### config.mk
export PLATFORM = sky130hd
export DESIGN_NAME = mem_req_arbiter
export DESIGN_NICKNAME = d
export VERILOG_FILES = /design/src/rtl/mem_req_arbiter.sv
export SDC_FILE = /design/constraint.sdc
export NUM_CORES = 1
export LEC_CHECK = 0
export ABC_CLOCK_PERIOD_IN_PS = 3300
export CAP_MARGIN = 20
export CORE_AREA = 2 2 112 125
export DETAILED_ROUTE_END_ITERATION = 8
export DIE_AREA = 0 0 114 127
export GPL_ROUTABILITY_DRIVEN = 0
export GPL_TIMING_DRIVEN = 0
export PLACE_DENSITY_LB_ADDON = 0.05
export SLEW_MARGIN = 5
export SYNTH_ARGS = -nofsm -noshare
export SYNTH_HDL_FRONTEND = slang
export SYNTH_SLANG_ARGS = --single-unit
### constraint.sdc
create_clock -name CLK -period 3.3 [get_ports CLK]
set_input_delay 0.495 -clock CLK [delete_from_list [all_inputs] [get_ports CLK]]
set_output_delay 0.495 -clock CLK [all_outputs]
set_load 0.005 [all_outputs]
### src/rtl/mem_req_arbiter.sv
// Serializes datapath fetch and data requests onto one word-wide RAM port, data first.
// A RAM access that never completes is ended after MAX_WAIT strobe cycles, with a sticky err.
module mem_req_arbiter #(
    parameter int unsigned MAX_WAIT = 15,
    parameter logic [31:0] ERR_WORD = 32'hBAD1BAD1
) (
    input  logic        CLK,
    input  logic        nRST,
    input  logic        imemREN,
    input  logic [31:0] imemaddr,
    output logic [31:0] imemload,
    output logic        ihit,
    input  logic        dmemREN,
    input  logic        dmemWEN,
    input  logic [31:0] dmemaddr,
    input  logic [31:0] dmemstore,
    output logic [31:0] dmemload,
    output logic        dhit,
    output logic        ramREN,
    output logic        ramWEN,
    output logic [31:0] ramaddr,
    output logic [31:0] ramstore,
    input  logic [31:0] ramload,
    input  logic        ramready,
    output logic        err
);

    localparam int unsigned CW = $clog2(MAX_WAIT + 1);

    typedef enum logic [1:0] {S_IDLE, S_ACCESS, S_RESP} state_t;
    typedef enum logic [1:0] {T_IRD, T_DRD, T_DWR} kind_t;

    state_t        state_q;
    kind_t         kind_q, kind_d;
    logic          grant_d;
    logic [31:0]   addr_d;
    logic [31:0]   resp_d;
    logic          done_d;
    logic [CW-1:0] cnt_q;
    logic          ihit_q, dhit_q, ren_q, wen_q, err_q;
    logic [31:0]   iload_q, dload_q, raddr_q, rstore_q;

    // The RAM is word-addressed; the byte-offset bits of both request addresses are dropped.
    logic unused_addr_bits;
    assign unused_addr_bits = ^{imemaddr[1:0], dmemaddr[1:0]};

    always_comb begin
        grant_d = 1'b1;
        kind_d  = T_IRD;
        addr_d  = {imemaddr[31:2], 2'b00};
        if (dmemWEN) begin
            kind_d = T_DWR;
            addr_d = {dmemaddr[31:2], 2'b00};
        end else if (dmemREN) begin
            kind_d = T_DRD;
            addr_d = {dmemaddr[31:2], 2'b00};
        end else if (!imemREN) begin
            grant_d = 1'b0;
        end
    end

    // A timeout completes the access exactly like a ready RAM, but with the error word.
    assign done_d = ramready || (cnt_q == CW'(MAX_WAIT - 1));
    assign resp_d = ramready ? ramload : ERR_WORD;

    always_ff @(posedge CLK) begin
        if (!nRST) begin
            state_q  <= S_IDLE;
            kind_q   <= T_IRD;
            cnt_q    <= '0;
            ihit_q   <= 1'b0;
            dhit_q   <= 1'b0;
            ren_q    <= 1'b0;
            wen_q    <= 1'b0;
            err_q    <= 1'b0;
            iload_q  <= '0;
            dload_q  <= '0;
            raddr_q  <= '0;
            rstore_q <= '0;
        end else begin
            case (state_q)
                S_IDLE: begin
                    if (grant_d) begin
                        kind_q   <= kind_d;
                        raddr_q  <= addr_d;
                        rstore_q <= dmemstore;
                        cnt_q    <= '0;
                        ren_q    <= (kind_d != T_DWR);
                        wen_q    <= (kind_d == T_DWR);
                        state_q  <= S_ACCESS;
                    end
                end
                S_ACCESS: begin
                    if (done_d) begin
                        ren_q   <= 1'b0;
                        wen_q   <= 1'b0;
                        ihit_q  <= (kind_q == T_IRD);
                        dhit_q  <= (kind_q != T_IRD);
                        iload_q <= (kind_q == T_IRD) ? resp_d : '0;
                        dload_q <= (kind_q == T_DRD) ? resp_d : '0;
                        err_q   <= err_q | !ramready;
                        state_q <= S_RESP;
                    end else begin
                        cnt_q <= cnt_q + CW'(1);
                    end
                end
                S_RESP: begin
                    ihit_q  <= 1'b0;
                    dhit_q  <= 1'b0;
                    iload_q <= '0;
                    dload_q <= '0;
                    state_q <= S_IDLE;
                end
                default: begin
                    state_q <= S_IDLE;
                end
            endcase
        end
    end

    assign imemload = iload_q;
    assign dmemload = dload_q;
    assign ihit     = ihit_q;
    assign dhit     = dhit_q;
    assign ramREN   = ren_q;
    assign ramWEN   = wen_q;
    assign ramaddr  = raddr_q;
    assign ramstore = rstore_q;
    assign err      = err_q;

endmodule
==> results of run 1 <==
## cells by family (layout without fill, tap and decap cells)
kind of cell / count (synthesis) / after routing / share of synthesized area
compound gates: 291 / 291 / 0.312
simple gates: 153 / 153 / 0.135
other cells: 1 / 2 / 0.000640
fa+ha+maj: 2 / 2 / 0.00427
buf+inv: 93 / 382 / 0.0720
mux: 1 / 1 / 0.00171
flops: 139 / 139 / 0.475
## worst min-delay path: stages (launching register included)
cell	delay, ns
dfxtp_1	0.31
nand2_1	0.06
o31ai_1	0.05
## cell type report
cell class | count | area share
buffer | 89 | 0.0440
clock buffer | 22 | 0.0513
clock inverter | 8 | 0.0127
inverter | 4 | 0.00162
multi-input combinational | 449 | 0.287
sequential | 139 | 0.301
tap | 161 | 0.0218
timing repair buffer | 259 | 0.280
## synthesized netlist by cell type (all sizes together)
cell and n:
a21oi 66, nor2b 2, nand2b 3, o2111ai 37, or2 2, nand2 40
o21ai 109, dfxtp 139, o22ai 3, o32ai 2, a31o 1, nor2 7
and4b 1, and2 1, nand4 29, inv 4, or4 1, or3 1
o31ai 39, a311oi 30, nor3 1, o211ai 1, a31oi 2, conb 1
and4bb 1, nand3 62, ha 2, o21bai 1, buf 30, nor3b 2
mux2i 1, clkbuf 59
## sequential cells by signal, summed over array words and instances, names as in the netlist, 2 cells and up
register / flops
ramstore: 32
cnt_q: 4
state_q: 2
imemload: 32
kind_q: 2
ramaddr: 30
dmemload: 32
## per-stage QoR
stage,total power (W),setup slack [ns],cell area (sq um),util,std cells
2_1_floorplan,0.00223,1.69,5860,-,681
3_3_place_gp,0.00270,0.992,8660,0.661,1101
3_5_place_dp,0.00272,0.930,8660,0.661,1101
4_1_cts,0.00462,1.36,9250,0.706,1131
5_1_grt,0.00480,1.25,9250,0.706,1131
6_report,0.00462,1.29,9250,0.706,1131
## how the worst max path moves through the flow
stage / slack, ns / to / cells past startpoint / from
final: 1.29 / imemload[28] / 5 / nRST
after global routing: 1.25 / ramstore[20] / 5 / dmemREN
after CTS: 1.36 / imemload[28] / 5 / nRST
after detailed placement: 0.93 / imemload[28] / 5 / nRST
after global placement: 0.99 / dmemload[28] / 5 / nRST
after floorplan: 1.69 / ramaddr[29] / 6 / dmemWEN
## power by group
group | total (W) | switching, W | internal, W
clock | 0.00192 | 0.000685 | 0.00123
combinational | 0.000849 | 0.000415 | 0.000434
sequential | 0.00185 | 0.0000630 | 0.00179
total | 0.00462 | 0.00116 | 0.00346
## layer usage
layer	up-vias	wire (um)	track usage
met2	295	10600	0.495
met1	3185	8370	0.331
met3	53	1540	0.0716
li1	3155	-	-
met4	0	604	0.121
met5	-	0	0
==> impl_metrics.csv, run 1 <==
group,metric,value,unit
outcome,run_status,"complete, no violations",
synthesis,synth_largest_area_cell,"dfxtp_1",
synthesis,netlist_area,5860,sq um
min_path,hold_end,"ramREN",
min_path,holdCritStartpoint,"ramREN",
timing,rsz0062_at_grt,"no",
route,avgRoutedWirePerCell,18.6,um
finish,n_antenna_cell,0,
route,drc_errors,0,
timing,max_clock_freq,498,MHz
timing,worst_pin_slew,0.563,ns
global_route,grt_pass1_wl,32.9,mm
die,die_h,127,um
route,vias_per_cell,5.91,
finish,multi_input_area,2660,sq um
die,core,13100,sq um
worst_setup_path,r2r_end,"ramWEN",
die,die_area,14500,sq um
clock_network,holdBufCountCts,0,
route,wirelength,21.1,mm
worst_setup_path,cp_slowest_cell,"clkdlybuf4s50_1",
synthesis,synth_cell_types,40,
global_route,gr-total-overflow,0,
clock_network,htreeDepth,4,
worst_setup_path,required,3.63,ns
clock_network,cts_root_buf,"clkbuf_16",
synthesis,ys_ff_latch,139,
worst_setup_path,cpPeakStageDelay,0.55,ns
route,ant_nets,0,
job,maxCapViolCount,0,
synthesis,synth-seq-area-share,0.475,
synthesis,synth_warnings,0,
die,start_util,0.447,
global_route,grt_max_degree,17,
worst_setup_path,r2r_cells,6,
finish,final_cell_mix,"clkdlybuf4s50_1 (259), dfxtp_1 (139), o21ai_0 (107)",
min_path,holdPathStages,2,
min_path,hold_class,"register to register",
timing,skew,0.00470,ns
worst_setup_path,critPathKind,"input pin to register",
clock_network,cts_made_buffers,17,
worst_setup_path,rrSetupSlack,1.40,ns
pwr,p_leak,3.18,nW
synthesis,syn_inst,680,
route,detail_route.iter0.violations,722,
worst_setup_path,rr_startpoint,"cnt_q[0]",
clock_network,clock_latency,0.42,ns
finish,seqCellArea,2780,sq um
finish,mostFrequentLayoutCell,"clkdlybuf4s50_1",
worst_setup_path,cp.arrival,2.33,ns
clock_network,cts.reportedPaths.clkPinSlew,0.05,ns
clock_network,cts_tree,"built",
die,die_x,114,um
pwr,pwr_density_cell,499,nW/um^2
place,place_hpwl,15.7,mm
finish,drive_gt1_frac,0.0629,
timing,slew_headroom,0.625,
worst_setup_path,crit_fanout,10,
route,num_vias,6688,
worst_setup_path,path_cells,"clkdlybuf4s50_1, buf_2, clkbuf_1, o21ai_0, o31ai_1",
global_route,track_usage,0.284,
finish,n_fill_cell,1072,
clock_network,cts_resized,0,
die,io_pins,267,
clock_network,post-cts-setup-buffer-count,0,
timing,drv_slew,0,
synthesis,synth_area_leaders,"dfxtp_1 (47%), o21ai_0 (9.1%), a21oi_1 (5.6%)",
die,placementRows,44,
timing,final.setup.tns,0,ns
finish,area_delta_synth_final,57.8,%
finish,nNetsFinal,1095,
timing,fin_crit_sh,0.609,
timing,hold_viol,0,
worst_setup_path,crit_buf_inv,3,
global_route,antenna_found_initial,0,
timing,min_period,2.01,ns
timing,setup_viol,0,
synthesis,synth_top_area_frac,0.475,
place,numPortBuffers,259,
clock_network,clk_path_buf_depth,2,
worst_setup_path,setup.worst_path.start_class,"input pin",
worst_setup_path,end_kind,"register",
global_route,grt_pass1_vias,6634,
timing,hold_slack,0.464,ns
synthesis,avgSynthCellArea,8.62,sq um
worst_setup_path,path_delay_family,"buffers and inverters",
route,first_pass_iters,5,
pwr,max-vdd-ir-drop,299,uV
clock_network,cts_sinks,139,
(Power assumes the default switching activity.)
==> run 2, diff against run 1 <==
ABC_CLOCK_PERIOD_IN_PS = 1900   (was 3300)
CORE_AREA = 2 2 116 129   (was 2 2 112 125)
DIE_AREA = 0 0 118 131   (was 0 0 114 127)
clock period = 1.9 ns   (was 3.3 ns; I/O delays follow)
==> run 2 against run 1 <==
  * Worst setup slack got worse by 1.2 ns
  * Flip-flop and latch count stayed put
  * Sequential share of layout area fell by 0.28 points
  * Clock power up 85%
  * Sequential power grew 74%
  * Final cell count grew 2.9%
  * Combinational power rose by 72%
  * Hold slack got worse by 0.13 ns
  * Utilization decreased by 4.9 points
  * Critical path type unchanged
  * Total power grew 78%
  * Global-route usage decreased by 2.7 points
  * Die area increased by 6.8%
==> impl_metrics.csv, run 2 (same netlist as run 1, synthesis figures left out) <==
group,metric,value,unit
outcome,run_status,"complete, no violations",
die,start_util,0.412,
timing,min_period,1.79,ns
route,first_pass_iters,5,
timing,setup_slack,0.114,ns
die,die_h,131,um
worst_setup_path,required,2.22,ns
die,io_pins,267,
pwr,max-vdd-ir-drop,518,uV
timing,setup_viol,0,
die,placementRows,46,
route,avgRoutedWirePerCell,17.9,um
timing,fin_crit_sh,0.940,
global_route,grt_max_degree,17,
finish,postLayoutCellArea,9340,sq um
clock_network,post-cts-setup-buffer-count,0,
place,numPortBuffers,259,
route,ant_nets,0,
clock_network,cts_sinks,139,
timing,skew,0.0134,ns
timing,drv_slew,0,
die,core,14200,sq um
place,dp_slack,-0.241,ns
timing,max_clock_freq,560,MHz
clock_network,holdBufCountCts,0,
pwr,pwr_density_cell,882,nW/um^2
die,die_x,118,um
min_path,hold_class,"input pin to register",
timing,hold_viol,0,
clock_network,cts.reportedPaths.clkPinSlew,0.06,ns
worst_setup_path,cp.arrival,2.10,ns
clock_network,cts_root_buf,"clkbuf_16",
timing,rsz0062_at_grt,"no",
timing,worst_pin_slew,0.550,ns
global_route,grt_pass1_vias,6378,
clock_network,htreeDepth,4,
route,drc_errors,0,
place,place_hpwl,15.5,mm
worst_setup_path,crit_fanout,10,
pwr,p_leak,3.19,nW
route,wirelength,20.8,mm
pwr,finalPower,0.00823,W
place,place_inst,1132,
place,dpl_cell_area,8700,sq um
clock_network,cts_made_buffers,17,
global_route,track_usage,0.257,
finish,fin_cells,1164,
worst_setup_path,critPathKind,"input pin to register",
global_route,grt_pass1_wl,32.0,mm
worst_setup_path,setup.worst_path.start_class,"input pin",
finish,drive_gt1_frac,0.0669,
route,num_vias,6587,
die,die_area,15500,sq um
clock_network,clk_path_buf_depth,2,
job,maxCapViolCount,0,
finish,n_antenna_cell,0,
global_route,antenna_found_initial,0,
finish,fin_util,0.657,
finish,n_fill_cell,1231,
worst_setup_path,end_kind,"register",
finish,mostFrequentLayoutCell,"clkdlybuf4s50_1",
clock_network,clock_latency,0.42,ns
timing,slew_headroom,0.633,
global_route,gr-total-overflow,0,
clock_network,cts_tree,"built",
finish,nNetsFinal,1095,
finish,final_cell_mix,"clkdlybuf4s50_1 (259), dfxtp_1 (139), o21ai_0 (107)",
route,vias_per_cell,5.66,
finish,area_delta_synth_final,59.3,%
route,detail_route.iter0.violations,581,
[run 2: per-layer routing]
metal,GRT usage,vias to the layer above,wire length [um]
met2,0.465,286,10500
met4,0.0928,0,418
met1,0.288,3110,8280
li1,-,3151,-
met3,0.0799,40,1630
met5,0,-,0
[run 2: worst paths after layout]
| check | from | end | slack, ns | cells after the start |
|---|---|---|---|---|
| max | ramready | dmemload[28] | 0.11 | 5 |
| min reg2reg | ramREN | ramREN | 0.46 | 2 |
| max reg2reg | cnt_q[0] | dmemload[12] | 0.12 | 6 |
| min | dmemWEN | ramREN | 0.34 | 3 |
[run 2: critical path: stages]
cell             delay (ns)
clkdlybuf4s50_1        0.54
inv_1                  0.27
clkbuf_1               0.45
o21ai_0                0.28
o31ai_1                0.28
[run 2: through the flow]
| stage | hold WS, ns | setup TNS, ns |
|---|---|---|
| 6_report | 0.339 | 0 |
| 5_1_grt | 0.375 | 0 |
| 4_1_cts | 0.326 | 0 |
| 3_5_place_dp | 0.458 | -15.92 |
| 3_3_place_gp | 0.456 | -13.56 |
| 2_1_floorplan | 0.428 | 0 |
[run 2: power breakdown]
part           leakage (nW)  switching [W]  internal [W]
Sequential             1.14       0.000112       0.00311
Clock                 0.300        0.00132       0.00224
Combinational          1.75       0.000705      0.000754
[run 2: repair_timing]
item                                    CTS  global route
hold endpoints to repair                  0             0
resized for setup                         0             1
endpoints found under the setup margin    0            32
[run 2: layout make-up]
| cell class | count | area [sq um] | share of cell area |
|---|---|---|---|
| clock inverter | 13 | 191 | 0.0205 |
| clock buffer | 19 | 443 | 0.0474 |
| sequential | 139 | 2780 | 0.298 |
| multi-input combinational | 449 | 2670 | 0.285 |
| buffer | 89 | 407 | 0.0436 |
| timing repair buffer | 259 | 2590 | 0.278 |
| tap | 192 | 240 | 0.0257 |
| inverter | 4 | 15.0 | 0.00161 |
==> run 3, diff against run 2 <==
ABC_CLOCK_PERIOD_IN_PS = 1600   (was 1900)
CORE_AREA = 2 2 122 136   (was 2 2 116 129)
DIE_AREA = 0 0 124 138   (was 0 0 118 131)
clock period = 1.6 ns   (was 1.9 ns; I/O delays follow)
==> run 3 against run 2 <==
  * Worst setup slack worse by 0.069 ns
  * Critical endpoint is now dmemload[6]
  * Non-clock buffer count is 1 higher
  * First-iteration DRC count is 32% lower
  * Largest cell class unchanged
  * Largest power group unchanged
==> impl_metrics.csv, run 3 (same netlist as run 1, synthesis figures left out) <==
group,metric,value,unit
timing,worst_pin_slew,0.570,ns
route,wirelength,21.2,mm
finish,nNetsFinal,1096,
worst_setup_path,r2r_cells,6,
timing,final.setup.tns,0,ns
clock_network,cts.reportedPaths.clkPinSlew,0.06,ns
timing,setup_slack,0.0454,ns
die,die_h,138,um
worst_setup_path,required,1.36,ns
die,start_util,0.368,
global_route,grt_pass1_vias,6517,
clock_network,clock_latency,0.42,ns
route,drc_errors,0,
worst_setup_path,end_kind,"output pin",
worst_setup_path,path_delay_family,"buffers and inverters",
worst_setup_path,r2r_end,"dmemload[26]",
place,numPortBuffers,259,
worst_setup_path,rr_startpoint,"cnt_q[0]",
finish,final_cell_mix,"clkdlybuf4s50_1 (257), dfxtp_1 (135), o21ai_0 (103)",
worst_setup_path,crit_cells,1,
worst_setup_path,cpPeakStageDelay,0.53,ns
finish,mostFrequentLayoutCell,"clkdlybuf4s50_1",
clock_network,cts_root_buf,"clkbuf_16",
global_route,gr-total-overflow,0,
route,num_vias,6552,
clock_network,clk_path_buf_depth,2,
timing,drv_slew,0,
route,vias_per_cell,5.57,
clock_network,holdBufCountCts,0,
die,io_pins,267,
worst_setup_path,cp-startpoint,"dmemload[6]",
global_route,antenna_found_initial,0,
finish,drive_gt1_frac,0.105,
route,detail_route.iter0.violations,396,
pwr,finalPower,0.00982,W
outcome,run_status,"complete, no violations",
place,dp_slack,-0.546,ns
die,core,15900,sq um
pwr,p_leak,3.29,nW
clock_network,htreeDepth,4,
route,ant_nets,0,
worst_setup_path,path_cells,"clkdlybuf4s50_1",
die,die_area,17100,sq um
job,maxCapViolCount,0,
global_route,grt_pass1_wl,33.4,mm
die,placementRows,49,
place,place_hpwl,15.9,mm
timing,min_period,1.55,ns
timing,hold_viol,0,
clock_network,cts_sinks,139,
worst_setup_path,cp_slowest_cell,"clkdlybuf4s50_1",
worst_setup_path,rrSetupSlack,0.07,ns
timing,hold_slack,0.298,ns
global_route,grt_max_degree,17,
pwr,pwr_density_cell,1040,nW/um^2
timing,slew_headroom,0.620,
timing,max_clock_freq,643,MHz
die,die_x,124,um
worst_setup_path,endpoint,"dmemload[6]",
worst_setup_path,crit_buf_inv,1,
finish,area_delta_synth_final,61.6,%
worst_setup_path,setup.worst_path.start_class,"register",
worst_setup_path,critPathKind,"register to output pin",
finish,n_antenna_cell,0,
timing,fin_crit_sh,0.972,
timing,skew,0.00618,ns
timing,setup_viol,0,
global_route,track_usage,0.245,
min_path,hold_class,"input pin to register",
worst_setup_path,cp.arrival,1.31,ns
route,avgRoutedWirePerCell,18.1,um
clock_network,cts_tree,"built",
pwr,max-vdd-ir-drop,708,uV
worst_setup_path,crit_fanout,2,
clock_network,cts_made_buffers,17,
route,first_pass_iters,5,
run 3: cell types whose count changed in the layout (fill, tap and decap cells not counted), moves of 3 or more:
cell	change
o21ai_1	+4
clkinv_4	-3
dfxtp_1	-4
o21ai_0	-4
clkbuf_2	+19
dfxtp_2	+4
clkbuf_4	+6
o31ai_2	+5
clkbuf_1	-22
o31ai_1	-5
run 3: worst min path at each step:
stage	from	endpoint	slack, ns	cells past startpoint
final	dmemWEN	ramREN	0.30	3
after global routing	dmemWEN	ramREN	0.35	3
after floorplan	ramload[3]	dmemload[3]	0.38	2
after global placement	ramREN	ramREN	0.45	2
after CTS	dmemWEN	ramREN	0.30	3
after detailed placement	ramREN	ramREN	0.45	2
run 3: metrics by stage:
step,cell area [sq um],utilization,instances
floorplan,5860,-,681
global placement,8710,0.546,1144
detailed placement,8710,0.546,1144
CTS,9400,0.590,1176
global route,9470,0.594,1176
finish,9470,0.594,1176
run 3: what timing repair did:
item                       CTS  global route
pin swaps                    1             0
setup endpoints to repair  130           132
setup buffers                1             0
cloned                       0             0
gates resized for setup     23            46
run 3: cell type report:
cell class / instances / area (sq um)
clock inverter: 12 / 196
timing repair buffer: 260 / 2600
multi-input combinational: 449 / 2730
sequential: 139 / 2790
clock buffer: 19 / 433
buffer: 89 / 452
fill: 1487 / 6470
inverter: 4 / 15.0
tap: 204 / 255
run 3: power by group:
group | internal (W) | switching (W)
clock | 0.00275 | 0.00148
combinational | 0.000920 | 0.000847
sequential | 0.00369 | 0.000133
total | 0.00736 | 0.00246
run 3: metal layers:
metal / routed length [um] / track usage
met3: 1650 / 0.0763
met5: 0 / 0
met2: 10600 / 0.420
met4: 495 / 0.0869
met1: 8480 / 0.284
